<file path="src/rtl/stopwatch_seg_driver.sv">
// Stopwatch display driver: converts a seconds count to MM:SS BCD with a multi-cycle
// subtractor, then scans the four digits onto a common-anode 7-segment display.
module stopwatch_seg_driver #(
    parameter int unsigned SCAN_BITS  = 18,
    parameter int unsigned BLINK_BITS = 26
) (
    input  logic        clk,
    input  logic        rst,
    input  logic [12:0] seconds,
    input  logic        adj,
    input  logic [1:0]  sel,
    output logic [15:0] bcd,
    output logic        busy,
    output logic [6:0]  seg,
    output logic        dp,
    output logic [3:0]  an
);
    localparam logic [12:0] MaxSec = 13'd6039;

    typedef enum logic [2:0] {StIdle, StMin, StMten, StSten, StCommit} state_e;

    state_e      state_q, state_d;
    logic [12:0] work_q, work_d;
    logic [12:0] target_q, target_d;
    logic [12:0] last_q, last_d;
    logic [6:0]  min_q, min_d;
    logic [3:0]  mt_q, mt_d;
    logic [3:0]  st_q, st_d;
    logic        first_q, first_d;
    logic [15:0] bcd_q, bcd_d;
    logic        busy_q, busy_d;
    logic [12:0] clamped;

    assign clamped = (seconds > MaxSec) ? MaxSec : seconds;

    always_comb begin
        state_d  = state_q;
        work_d   = work_q;
        target_d = target_q;
        last_d   = last_q;
        min_d    = min_q;
        mt_d     = mt_q;
        st_d     = st_q;
        first_d  = first_q;
        bcd_d    = bcd_q;
        busy_d   = busy_q;
        unique case (state_q)
            StIdle: begin
                if (first_q || (clamped != last_q)) begin
                    work_d   = clamped;
                    target_d = clamped;
                    min_d    = 7'd0;
                    mt_d     = 4'd0;
                    st_d     = 4'd0;
                    first_d  = 1'b0;
                    busy_d   = 1'b1;
                    state_d  = StMin;
                end
            end
            StMin: begin
                // Minutes saturate at 99 so the top count 6039 shows as 99:99.
                if ((work_q >= 13'd60) && (min_q < 7'd99)) begin
                    work_d = work_q - 13'd60;
                    min_d  = min_q + 7'd1;
                end else begin
                    state_d = StMten;
                end
            end
            StMten: begin
                if (min_q >= 7'd10) begin
                    min_d = min_q - 7'd10;
                    mt_d  = mt_q + 4'd1;
                end else begin
                    state_d = StSten;
                end
            end
            StSten: begin
                if (work_q >= 13'd10) begin
                    work_d = work_q - 13'd10;
                    st_d   = st_q + 4'd1;
                end else begin
                    state_d = StCommit;
                end
            end
            StCommit: begin
                bcd_d   = {mt_q, min_q[3:0], st_q, work_q[3:0]};
                last_d  = target_q;
                busy_d  = 1'b0;
                state_d = StIdle;
            end
            default: state_d = StIdle;
        endcase
    end

    always_ff @(posedge clk) begin
        if (rst) begin
            state_q  <= StIdle;
            work_q   <= '0;
            target_q <= '0;
            last_q   <= '0;
            min_q    <= '0;
            mt_q     <= '0;
            st_q     <= '0;
            first_q  <= 1'b1;
            bcd_q    <= '0;
            busy_q   <= 1'b0;
        end else begin
            state_q  <= state_d;
            work_q   <= work_d;
            target_q <= target_d;
            last_q   <= last_d;
            min_q    <= min_d;
            mt_q     <= mt_d;
            st_q     <= st_d;
            first_q  <= first_d;
            bcd_q    <= bcd_d;
            busy_q   <= busy_d;
        end
    end

    logic [SCAN_BITS-1:0]  scan_q;
    logic [BLINK_BITS-1:0] blink_q;
    logic [1:0]            idx_q;
    logic [3:0]            digit;
    logic [6:0]            pattern;
    logic                  blank;
    logic [6:0]            seg_q;
    logic                  dp_q;
    logic [3:0]            an_q;

    assign digit = bcd_q[{idx_q, 2'b00} +: 4];
    assign blank = adj && (idx_q == sel) && blink_q[BLINK_BITS-1];

    always_comb begin
        pattern = 7'h7F;
        case (digit)
            4'd0: pattern = 7'h40;
            4'd1: pattern = 7'h79;
            4'd2: pattern = 7'h24;
            4'd3: pattern = 7'h30;
            4'd4: pattern = 7'h19;
            4'd5: pattern = 7'h12;
            4'd6: pattern = 7'h02;
            4'd7: pattern = 7'h78;
            4'd8: pattern = 7'h00;
            4'd9: pattern = 7'h10;
            default: pattern = 7'h7F;
        endcase
    end

    always_ff @(posedge clk) begin
        if (rst) begin
            scan_q  <= '0;
            blink_q <= '0;
            idx_q   <= 2'd0;
            seg_q   <= 7'h7F;
            dp_q    <= 1'b1;
            an_q    <= 4'hF;
        end else begin
            scan_q  <= scan_q + 1'b1;
            blink_q <= blink_q + 1'b1;
            if (&scan_q) begin
                idx_q <= idx_q + 2'd1;
            end
            seg_q <= pattern;
            dp_q  <= (idx_q != 2'd2);
            an_q  <= blank ? 4'hF : ~(4'b0001 << idx_q);
        end
    end

    assign bcd  = bcd_q;
    assign busy = busy_q;
    assign seg  = seg_q;
    assign dp   = dp_q;
    assign an   = an_q;

endmodule

</file>
<file path="config.mk">
export PLATFORM = sky130hd
export DESIGN_NAME = stopwatch_seg_driver
export DESIGN_NICKNAME = d
export VERILOG_FILES = /design/src/rtl/stopwatch_seg_driver.sv
export SDC_FILE = /design/constraint.sdc
export NUM_CORES = 1
export LEC_CHECK = 0
export ABC_AREA = 1
export CORE_UTILIZATION = 25
export DETAILED_ROUTE_END_ITERATION = 7
export PLACE_DENSITY_LB_ADDON = 0.25
export REMOVE_ABC_BUFFERS = 1
export SYNTH_ARGS = -nofsm -noshare
export SYNTH_HDL_FRONTEND = slang
export SYNTH_SLANG_ARGS = --single-unit
</file>
<file path="constraint.sdc">
create_clock -name clk -period 3.3 [get_ports clk]
set_input_delay 0.66 -clock clk [delete_from_list [all_inputs] [get_ports clk]]
set_output_delay 0.66 -clock clk [all_outputs]
set_load 0.02 [all_outputs]
</file>
# After elaboration in Yosys (flattened, before gate mapping)
# Memory sizes are Yosys's and may differ from the RTL's. A register that Yosys moved wholly into a read port is not among the register bits.
# Index checks and enable logic that the tools add are counted.
# Widths: inputs -> output; s select.
[op_classes]
n_reduce_logical = 19
bitwise = 1
mux = 21
shifts = 2
eq_ne = 14
n_lt_le_gt_ge = 5
add_sub_neg = 9
[ops]
columns = ["op", "count"]
rows = [
  ["$mux 13", 4],
  ["$pmux 13 s3", 1],
  ["$add 26x1->26 const B", 1],
  ["$mux 7", 3],
  ["$pmux 7 s3", 1],
  ["$add 18x1->18 const B", 1],
  ["$reduce_and 18->1", 1],
  ["$ne 2x2->1 const B", 8],
  ["$pmux 4 s2", 2],
  ["$shiftx 16x5->4", 1],
  ["$ge 13x4->1 const B", 1],
  ["$ge 13x6->1 const B", 1],
  ["$gt 13x13->1 const B", 1],
  ["$ne 13x13->1", 1],
  ["$sub 13x4->13 const B", 1],
  ["$sub 13x6->13 const B", 1],
  ["$mux 3", 4],
  ["$mux 4", 3],
  ["$pmux 3 s4", 1],
  ["$reduce_and 4->1", 3],
  ["$add 4x1->4 const B", 2],
  ["$add 7x1->7 const B", 1],
  ["$ge 7x4->1 const B", 1],
  ["$lt 7x7->1 const B", 1],
  ["other kinds (18)", 26],
]
[totals]
mem_bits_ro = 112
regBits = 126
mem_count = 1
output_inout_bits = 29
in_bits = 18
wordCells = 87
[mem_list]
columns = ["memory", "depth", "width", "rd", "rd_ports_with_merged_regs", "wr", "line_no", "source"]
rows = [
  ["(no name shown)", 16, 7, 1, 1, 0, "136", "case (digit)"],
]

# Longest topological paths before layout
# Gate-level depths: netlist of run 1.
[logic_depth]
depth_word = 6
mapped_depth = 18
depth_no_buf = 18

# Least setup slack after synthesis of run 1
# No wires, ideal clock.
[synth_timing]
kind = "input to register"
startpoint = "in seconds[6]"
endpoint = "reg target_q[11]"
t_required_ns = 3.165
arrival_ns = 2.132
setup_slack_ns = 1.033
stages = 18
path_buffers = 2
setup_ns = 0.135
cell_sequence = "inv_1 nand2_1 nor2_1 nand3_1 nand2_1 nand2_4 buf_6 nand2_2 nand2_1 nand2_1 nand3_1 nor2_2 nand2_1 nand2_2 inv_2 buf_4 nand3_1 a21oi_1"
[synth_via]
elab_chain_cells = 5
[synth_rtl]
columns = ["element", "line_no", "source"]
rows = [
  ["start, declared", "9", "input logic [12:0] seconds,"],
  ["$gt 13x13->1", "34", "assign clamped = (seconds > MaxSec) ? MaxSec : seconds;"],
  ["$mux 13 *", "34", ""],
  ["$ne 13x13->1", "49", "if (first_q || (clamped != last_q)) begin"],
  ["$logic_or 1x1->1", "49", ""],
  ["$reduce_and 2->1 (no source line)", "n/a", ""],
  ["end signal, assigned", "110", "target_q <= target_d;"],
  ["end, declared", "24", "logic [12:0] target_q, target_d;"],
]
# Every way passes the cells marked *; elsewhere a longest branch is shown, timed or not.
# A chain may end at the register's enable or synchronous reset.

# Final worst setup path of run 1
[layout_timing]
startpoint = "in seconds[12]"
endpoint = "reg target_q[3]"
# The elaborated chain is that of the path after synthesis.

==> flow_summary_export.csv, run 1 <==
group,metric,value,unit
critical_path,cp.arrival,3.13,ns
routing,drt_iter0_markers,273,
yosys,ys_seq_elements,133,
sta,fin_skew,0.01176,ns
critical_path,cp_slowest_cell,"clkdlybuf4s50_1",
grt,grt_pass1_vias,5849,
place,place_ws,0.03708,ns
yosys,yosysWarnings,0,
power_and_ir_drop,p_leak,0.003447,uW
floorplan,core,0.02635,sq mm
clocking,clk_latency,0.42,ns
critical_path,critPathLaunchType,"input pin",
routing,viasPerCell,4.508,
power_and_ir_drop,power.share.switching,38.46,%
cells_and_area,drive_above_1_share,8.561,%
cells_and_area,fillers,2819,
sta,period_share,85.42,%
status,status,"finished, final reports clean",
clocking,cts_tree,"built",
place,dpl.hpwl,12.44,mm
clocking,clk_pin_slew,0.05,ns
floorplan,io_pins,47,
sta,slew_violations,0,
sta,timing.hold.ws,0.4450,ns
clocking,cts_sinks,133,
routing,drtPass1Iterations,5,
clocking,hold_buffers,0,
floorplan,dieArea,0.02777,sq mm
yosys,synth_cell_types,45,
sta,fin_tns_setup,0,ns
cells_and_area,layout.nets,1090,
clocking,cts_root_buffer,"clkbuf_16",
clocking,cts_setup_buffers,0,
clocking,h-tree-depth,4,
clocking,cts_resized,0,
power_and_ir_drop,combPwrFrac,34.1,%
power_and_ir_drop,ir_drop,306.1,uV
power_and_ir_drop,intPower,3669,uW
routing,finalWirelength,17.45,mm
sta,finalHoldViolations,0,
sta,period_needed,2.819,ns
grt,gr-total-overflow,0,
cells_and_area,syn2layout_area_growth,22.43,%
routing,vias,6302,
critical_path,r2r_start,"work_q[2]",
hold_path,hold_end,"first_q",
sta,setup_slack,0.4812,ns
power_and_ir_drop,p_per_area,718.6,mW/mm^2
critical_path,cpPeakStageDelay,0.58,ns
routing,drc,0,
yosys,synth_area_per_cell,6.866,sq um
routing,postRouteAntennaNets,0,
clocking,cts_inserted_buffers,17,
critical_path,end_kind,"flop",
power_and_ir_drop,p_switching,2293,uW
yosys,synth_cells,987,
critical_path,path_class,"input pin to flop",
place,io_buffer_count,46,
place,gp_congestion,0.8251,
grt,grt_usage,12.98,%
power_and_ir_drop,p_clk_share,31.3,%
hold_path,worstHoldStart,"first_q",
flow_run,max_cap_violations,0,
floorplan,die_x,166.6,um
cells_and_area,final_common_cell,"nand2_1",
floorplan,die_y,166.6,um
sta,slew_headroom,29.29,%
critical_path,cp_data_required_time,3.61,ns
grt,grt_max_degree,63,
critical_path,crit_chain,"clkdlybuf4s50_1, nand2_1, nor2_2, nand3_1, nand2_4, nand2_1, nand2_1, nand2_1, nor2_1, nand2_1, nor2_2, nand2_1, nand2_2, inv_2, o21ai_0, nor2_1",
critical_path,crit_family,"simple AND/OR/NAND/NOR gates",
critical_path,rr_worst_depth,12,
cells_and_area,seq_area,0.002663,sq mm
cells_and_area,multi_input_area,0.003502,sq mm
power_and_ir_drop,p_seq_share,34.7,%
grt,antenna_found_initial,0,
hold_path,hold_depth,2,
critical_path,cpMostUsedCell,"nand2_1",
critical_path,r2r_slack,0.61,ns
sta,worstMarginPinSlew,1.059,ns
routing,wire_per_inst,12.48,um
hold_path,holdCritPathClass,"flop to flop",
critical_path,path_buf_inv,2,
clocking,cts_buffer_depth,2,
floorplan,initial_utilization,25.71,%
sta,rsz0062_at_grt,"no",
grt,grt_pass1_wl,29.21,mm
yosys,netlist_area,0.006776,sq mm
cells_and_area,diodes,0,
yosys,yosysSeqAreaShare,39.29,%
sta,final-setup-viol-count,0,
floorplan,rows,59,
critical_path,r2r_end,"work_q[3]",
critical_path,cp_max_fo,28,
cells_and_area,final_cell_mix,"nand2_1 (203), nor2_1 (148), dfxtp_1 (133), inv_1 (115), a21oi_1 (86)",
sta,clock.fmax,354.8,MHz
==> worst register-to-register path: stages (launching register included) <==
cell     delay (ns)
dfxtp_1        0.40
inv_1          0.13
ha_1           0.22
or2_2          0.32
nand2_1        0.08
nor2_1         0.09
nand2_1        0.14
nor3_2         0.07
nor3b_1        0.17
o22ai_2        0.33
nand3_2        0.38
nor2_1         0.21
nor2_1         0.06
==> stage by stage <==
step	instances	power, uW	util, %	instance area (sq um)
after floorplan	955	3484	-	6611
after global placement	1366	4129	29.33	7729
after detailed placement	1366	4122	29.33	7729
after CTS	1398	6011	31.48	8297
after global routing	1398	6415	31.48	8297
final	1398	5962	31.48	8297
==> cells in the mapped netlist, drive strengths merged <==
master	count	share of area (%)
a2111oi	1	0.13
a211oi	1	0.11
a21oi	88	6.6
a221oi	3	0.39
a22oi	3	0.33
a31oi	5	0.46
a32oi	4	0.52
and3	1	0.092
buf	10	1.2
clkbuf	22	1.2
dfxtp	133	39
ha	22	4.1
inv	119	6.6
nand2	209	12
nand3	48	3.9
nand3b	7	0.78
nand4	21	1.9
nor2	155	8.8
nor3	17	1.5
nor3b	3	0.33
nor4	3	0.37
o211ai	2	0.22
o21a	5	0.55
o21ai	85	6.3
o21ba	1	0.15
o21bai	1	0.11
o221ai	2	0.26
o22ai	4	0.46
o311ai	1	0.13
o31ai	1	0.11
or2	3	0.28
xnor2	1	0.13
xor2	6	0.78
==> worst max-delay path by stage <==
stage	from	end	slack (ns)	cells past startpoint
final	seconds[12]	target_q[3]	0.48	16
after global routing	seconds[12]	target_q[3]	0.20	16
after CTS	seconds[12]	target_q[3]	0.48	16
after detailed placement	seconds[12]	target_q[3]	0.04	16
after global placement	seconds[12]	target_q[8]	0.05	16
after floorplan	seconds[1]	st_q[1]	0.81	15
==> sequential cells by signal, summed over array words and instances (netlist names) <==
name	flops
min_q	7
dp	1
idx_q	2
target_q	13
busy	1
st_q	4
seg	7
bcd	16
mt_q	4
work_q	13
last_q	13
state_q	3
blink_q	26
first_q	1
an	4
scan_q	18
==> routing by layer <==
metal / vias up / routed length [um] / part of all wire, % / GRT usage (%)
li1: 3352 / - / - / -
met1: 2814 / 9253 / 53 / 18.22
met2: 121 / 7303 / 42 / 19.73
met3: 15 / 693 / 4.0 / 2.638
met4: 0 / 201 / 1.2 / 4.227
met5: - / 0 / 0 / 0
==> layout make-up <==
type,count,share of cell area [%]
Clock inverter,11,1.538
Inverter,119,5.384
Multi-Input combinational cell,703,42.21
Timing Repair Buffer,76,8.415
Tap cell,335,5.052
Clock buffer,21,5.308
Sequential cell,133,32.09
==> cell families (layout without fill, tap and decap cells) <==
kind of cell    count (synthesis)  in the layout  synth area share (%)
fa+ha+maj                      22             22                 4.062
flops                         133            133                 39.29
compound gates                207            207                 16.82
buf+inv                       151            227                 9.029
xor+xnor                        7              7                0.9047
simple gates                  467            467                 29.89
==> power by group through the flow <==
stage | Sequential [uW] | Clock, uW | Combinational, uW
floorplan | 2050 | 0 | 1440
global placement | 2100 | 0 | 2030
detailed placement | 2100 | 0 | 2030
CTS | 2060 | 1910 | 2040
global route | 2100 | 1990 | 2330
finish | 2070 | 1860 | 2030
Power figures use the tool's default switching activity.
==> run 2: changes to the inputs <==
Settings changed: CTS_BUF_LIST from default to sky130_fd_sc_hd__clkbuf_4 sky130_fd_sc_hd__clkbuf_8.
==> run 2 against run 1 <==
Fmax up 0.95%. Combinational power about the same. Cell area fell by 2.1%. First-iteration DRC count down 8.4%. Global-route usage hardly changed. Wire length down 0.31%. Sequential share of layout area grew 0.70 points. Total power fell by 8.0%. Clock power shrank 25%. Hold slack is essentially flat.
==> flow_summary_export.csv, run 2 (same netlist as run 1, synthesis figures left out) <==
group,metric,value,unit
status,status,"finished, final reports clean",
routing,drt_iter0_markers,250,
cells_and_area,final_util,30.81,%
critical_path,rr_worst_depth,12,
routing,finalWirelength,17.40,mm
floorplan,initial_utilization,25.71,%
sta,period_needed,2.792,ns
critical_path,path_class,"input pin to flop",
sta,slew_violations,0,
critical_path,path_buf_inv,2,
clocking,cts_root_buffer,"clkbuf_8",
clocking,cts_sinks,133,
critical_path,cp_slowest_cell,"clkdlybuf4s50_1",
cells_and_area,drive_above_1_share,8.937,%
hold_path,hold_depth,2,
floorplan,io_pins,47,
floorplan,die_y,166.6,um
critical_path,cp_data_required_time,3.64,ns
cells_and_area,fin_cells,1398,
power_and_ir_drop,p_leak,0.003373,uW
routing,vias,6283,
critical_path,cpMostUsedCell,"nand2_1",
sta,setup_slack,0.5078,ns
grt,grt_max_degree,63,
critical_path,end_kind,"flop",
sta,clock.fmax,358.1,MHz
place,gp_congestion,0.8251,
cells_and_area,final_common_cell,"nand2_1",
hold_path,worstHoldStart,"first_q",
critical_path,cp_max_fo,28,
cells_and_area,syn2layout_area_growth,19.83,%
grt,grt_use_met1,18.14,%
critical_path,crit_family,"simple AND/OR/NAND/NOR gates",
critical_path,r2r_start,"work_q[2]",
sta,fin_skew,0.01101,ns
grt,gr-total-overflow,0,
grt,antenna_found_initial,0,
critical_path,r2r_slack,0.61,ns
place,dpl.hpwl,12.44,mm
place,io_buffer_count,46,
sta,period_share,84.61,%
grt,met3_usage,2.424,%
cells_and_area,final_cell_mix,"nand2_1 (203), nor2_1 (148), dfxtp_1 (133), inv_1 (115), a21oi_1 (86)",
clocking,hold_buffers,0,
floorplan,core,0.02635,sq mm
power_and_ir_drop,p_per_area,675.6,mW/mm^2
sta,rsz0062_at_grt,"no",
sta,slew_headroom,29.40,%
sta,finalHoldViolations,0,
routing,drtPass1Iterations,4,
floorplan,dieArea,0.02777,sq mm
grt,grt_usage,12.96,%
floorplan,die_x,166.6,um
clocking,clk_pin_slew,0.07,ns
cells_and_area,top_register,"blink_q",
critical_path,cp.arrival,3.13,ns
grt,grt_busiest_layer,"met2",
sta,fin_tns_setup,0,ns
clocking,clk_latency,0.45,ns
grt,grt_pass1_wl,29.22,mm
grt,grt_pass1_vias,5839,
hold_path,holdCritPathClass,"flop to flop",
clocking,cts_setup_buffers,0,
place,placed_cells,1366,
clocking,cts_inserted_buffers,17,
routing,postRouteAntennaNets,0,
hold_path,hold_end,"first_q",
clocking,cts_resized,0,
critical_path,critPathLaunchType,"input pin",
routing,viasPerCell,4.494,
critical_path,crit_chain,"clkdlybuf4s50_1, nand2_1, nor2_2, nand3_1, nand2_4, nand2_1, nand2_1, nand2_1, nor2_1, nand2_1, nor2_2, nand2_1, nand2_2, inv_2, o21ai_0, nor2_1",
critical_path,r2r_end,"work_q[3]",
clocking,h-tree-depth,4,
sta,worstMarginPinSlew,1.058,ns
sta,timing.hold.ws,0.4445,ns
clocking,cts_tree,"built",
flow_run,max_cap_violations,0,
place,place_ws,0.03708,ns
critical_path,cpPeakStageDelay,0.58,ns
clocking,cts_buffer_depth,2,
routing,drc,0,
grt,grt_use_met2,19.78,%
power_and_ir_drop,ir_drop,243.8,uV
cells_and_area,layout.nets,1090,
floorplan,rows,59,
routing,wire_per_inst,12.44,um
cells_and_area,largest_register_ffs,26,
cells_and_area,diodes,0,
sta,final-setup-viol-count,0,
-- run 2: power by group --
group / leakage [uW] / switching [uW] / internal (uW)
registers: 0.00109 / 216 / 1850
logic: 0.00209 / 1330 / 701
clock network: 0.000194 / 682 / 708
total: 0.00337 / 2230 / 3260
-- run 2: worst register-to-register path, stage by stage (launching register included) --
cell and delay [ns]:
dfxtp_1 0.41, inv_1 0.13, ha_1 0.21, or2_2 0.32, nand2_1 0.07, nor2_1 0.08, nand2_1 0.14, nor3_2 0.07
nor3b_1 0.17, o22ai_2 0.34, nand3_2 0.38, nor2_1 0.21, nor2_1 0.06
-- run 2: routing by layer --
metal / vias to the layer above / wire [um]
li1: 3358 / -
met1: 2801 / 9224
met2: 108 / 7383
met3: 16 / 582
met4: 0 / 207
met5: - / 0
-- run 2: final cells by class --
type	instances	area [sq um]
fill	2855	18230
tap	335	419.2
timing repair buffer	76	698.2
sequential	133	2663
clock inverter	11	127.6
multi-input combinational	703	3502
inverter	119	446.7
clock buffer	21	264.0
-- run 2: how the worst max path moves through the flow --
stage | startpoint | end | cells past startpoint
after global placement | seconds[12] | target_q[8] | 16
final | seconds[12] | target_q[3] | 16
after CTS | seconds[12] | target_q[3] | 16
after detailed placement | seconds[12] | target_q[3] | 16
after global routing | seconds[12] | target_q[3] | 16
after floorplan | seconds[1] | st_q[1] | 15
-- run 2: through the flow --
step	instance area (sq um)	total power [uW]
floorplan	6611	3484
global placement	7729	4129
detailed placement	7729	4122
CTS	8120	5532
global route	8120	5938
finish	8120	5486
==> run 3: changes to the inputs <==
Clock period 3.3 ns to 2.35 ns, I/O delays scaled along.
==> run 3 against run 2 <==
Worst setup slack got worse by 0.42 ns. Utilization rose by 2.8 points. Critical path depth did not move. Global-route usage rose by 0.26 points. Via count rose by 5.5%. Die area did not move. Clock power rose by 34%. Cell area rose by 9.1%. Hold slack improved by 0.011 ns. Cell count rose by 3.8%. Register-to-register slack got worse by 0.52 ns.
==> flow_summary_export.csv, run 3 (same netlist as run 1, synthesis figures left out) <==
group,metric,value,unit
routing,viasPerCell,4.569,
clocking,cts_sinks,133,
critical_path,path_class,"flop to flop",
routing,drc,0,
critical_path,rr_worst_depth,16,
hold_path,hold_depth,2,
grt,grt_pass1_wl,29.81,mm
power_and_ir_drop,ir_drop,345.3,uV
cells_and_area,top_register,"blink_q",
floorplan,dieArea,0.02777,sq mm
hold_path,hold_end,"first_q",
sta,period_needed,2.259,ns
critical_path,critPathLaunchType,"flop",
sta,worstMarginPinSlew,0.6304,ns
floorplan,die_x,166.6,um
routing,wire_per_inst,12.55,um
routing,drtPass1Iterations,4,
cells_and_area,diodes,0,
clocking,h-tree-depth,4,
cells_and_area,layout.nets,1144,
power_and_ir_drop,p_per_area,911.8,mW/mm^2
critical_path,end_kind,"flop",
status,status,"finished, final reports clean",
sta,period_share,96.15,%
clocking,cts_inserted_buffers,17,
cells_and_area,drive_above_1_share,16.67,%
floorplan,io_pins,47,
clocking,cts_buffer_depth,2,
place,place_ws,-0.6331,ns
critical_path,r2r_start,"blink_q[1]",
clocking,cts_root_buffer,"clkbuf_8",
critical_path,cp_max_fo,3,
flow_run,max_cap_violations,0,
sta,rsz0062_at_grt,"yes",
grt,antenna_found_initial,0,
grt,grt_usage,13.22,%
routing,finalWirelength,18.20,mm
hold_path,worstHoldStart,"first_q",
clocking,clk_pin_slew,0.08,ns
floorplan,initial_utilization,25.71,%
sta,finalHoldViolations,0,
grt,grt_pass1_vias,6124,
cells_and_area,syn2layout_area_growth,30.76,%
sta,setup_slack,0.09052,ns
clocking,clk_latency,0.44,ns
routing,postRouteAntennaNets,0,
clocking,hold_buffers,0,
hold_path,holdCritPathClass,"flop to flop",
cells_and_area,final_common_cell,"nand2_1",
place,dpl.hpwl,12.90,mm
floorplan,die_y,166.6,um
critical_path,r2r_slack,0.09,ns
critical_path,cp_data_required_time,2.69,ns
place,gp_congestion,0.8437,
sta,slew_headroom,57.82,%
critical_path,r2r_end,"blink_q[24]",
sta,final-setup-viol-count,0,
floorplan,core,0.02635,sq mm
routing,drt_iter0_markers,358,
sta,fin_skew,0.01548,ns
power_and_ir_drop,finalPower,8079,uW
routing,vias,6630,
floorplan,rows,59,
sta,slew_violations,0,
cells_and_area,largest_register_ffs,26,
grt,gr-total-overflow,0,
critical_path,cp.arrival,2.60,ns
grt,grt_max_degree,61,
sta,clock.fmax,442.6,MHz
power_and_ir_drop,p_leak,0.003789,uW
place,io_buffer_count,46,
clocking,cts_tree,"built",
cells_and_area,final_cell_mix,"nand2_1 (191), nor2_1 (143), dfxtp_1 (130), inv_1 (113), a21oi_1 (85)",
[run 3: cell type report]
type,instances,area (sq um)
tap,335,419.2
timing repair buffer,128,1170
clock buffer,21,276.5
inverter,119,449.2
clock inverter,10,100.1
sequential,133,2666
multi-input combinational,705,3780
fill,2845,17490
[run 3: critical path, stage by stage (launching register included)]
cell     delay, ns
dfxtp_2       0.36
ha_4          0.16
nand2_4       0.06
nor2_4        0.13
nand2_2       0.09
nor2_4        0.12
nand2_2       0.07
nor3_2        0.18
nand3_1       0.13
nor2_1        0.13
nand2_1       0.08
nor2_2        0.15
nand2_2       0.10
nor2_4        0.13
nand3_2       0.08
o21ai_1       0.14
nor2_1        0.05
[run 3: repair_timing]
item / 4_1_cts / 5_1_grt
buffers inserted: 0 / 11
endpoints found under the setup margin: 45 / 53
gates cloned: 3 / 0
pin swaps: 7 / 33
gates resized for setup: 26 / 68
[run 3: layer usage]
| metal | global-route usage, % | up-vias | routed length [um] |
|---|---|---|---|
| li1 | - | 3475 | - |
| met1 | 18.03 | 3027 | 9148 |
| met2 | 21.06 | 117 | 8138 |
| met3 | 2.662 | 11 | 752 |
| met4 | 3.623 | 0 | 163 |
| met5 | 0 | - | 0 |
[run 3: report_power, final]
group / total (uW) / internal, uW / switching [uW]
clock network: 1860 / 917 / 942
registers: 2870 / 2600 / 270
logic: 3350 / 1290 / 2060
[run 3: stage by stage]
step	area [sq um]	setup TNS [ns]	util, %	instances	hold WS, ns
CTS	8554	0	32.46	1441	0.4511
finish	8861	0	33.62	1451	0.4557
global placement	8061	-21.60	30.59	1407	0.4216
floorplan	6611	0	-	955	0.4087
global route	8861	-0.4201	33.62	1451	0.4841
detailed placement	8061	-25.04	30.59	1407	0.4317
[run 3: worst max path at each step]
stage / from / endpoint / slack (ns) / depth (start not counted)
after global routing: blink_q[1] / blink_q[24] / -0.15 / 16
after CTS: seconds[1] / work_q[0] / 0.008 / 16
after global placement: seconds[10] / work_q[0] / -0.55 / 14
after floorplan: seconds[1] / st_q[1] / 0.05 / 15
final: blink_q[1] / blink_q[24] / 0.09 / 16
after detailed placement: seconds[12] / work_q[0] / -0.63 / 16
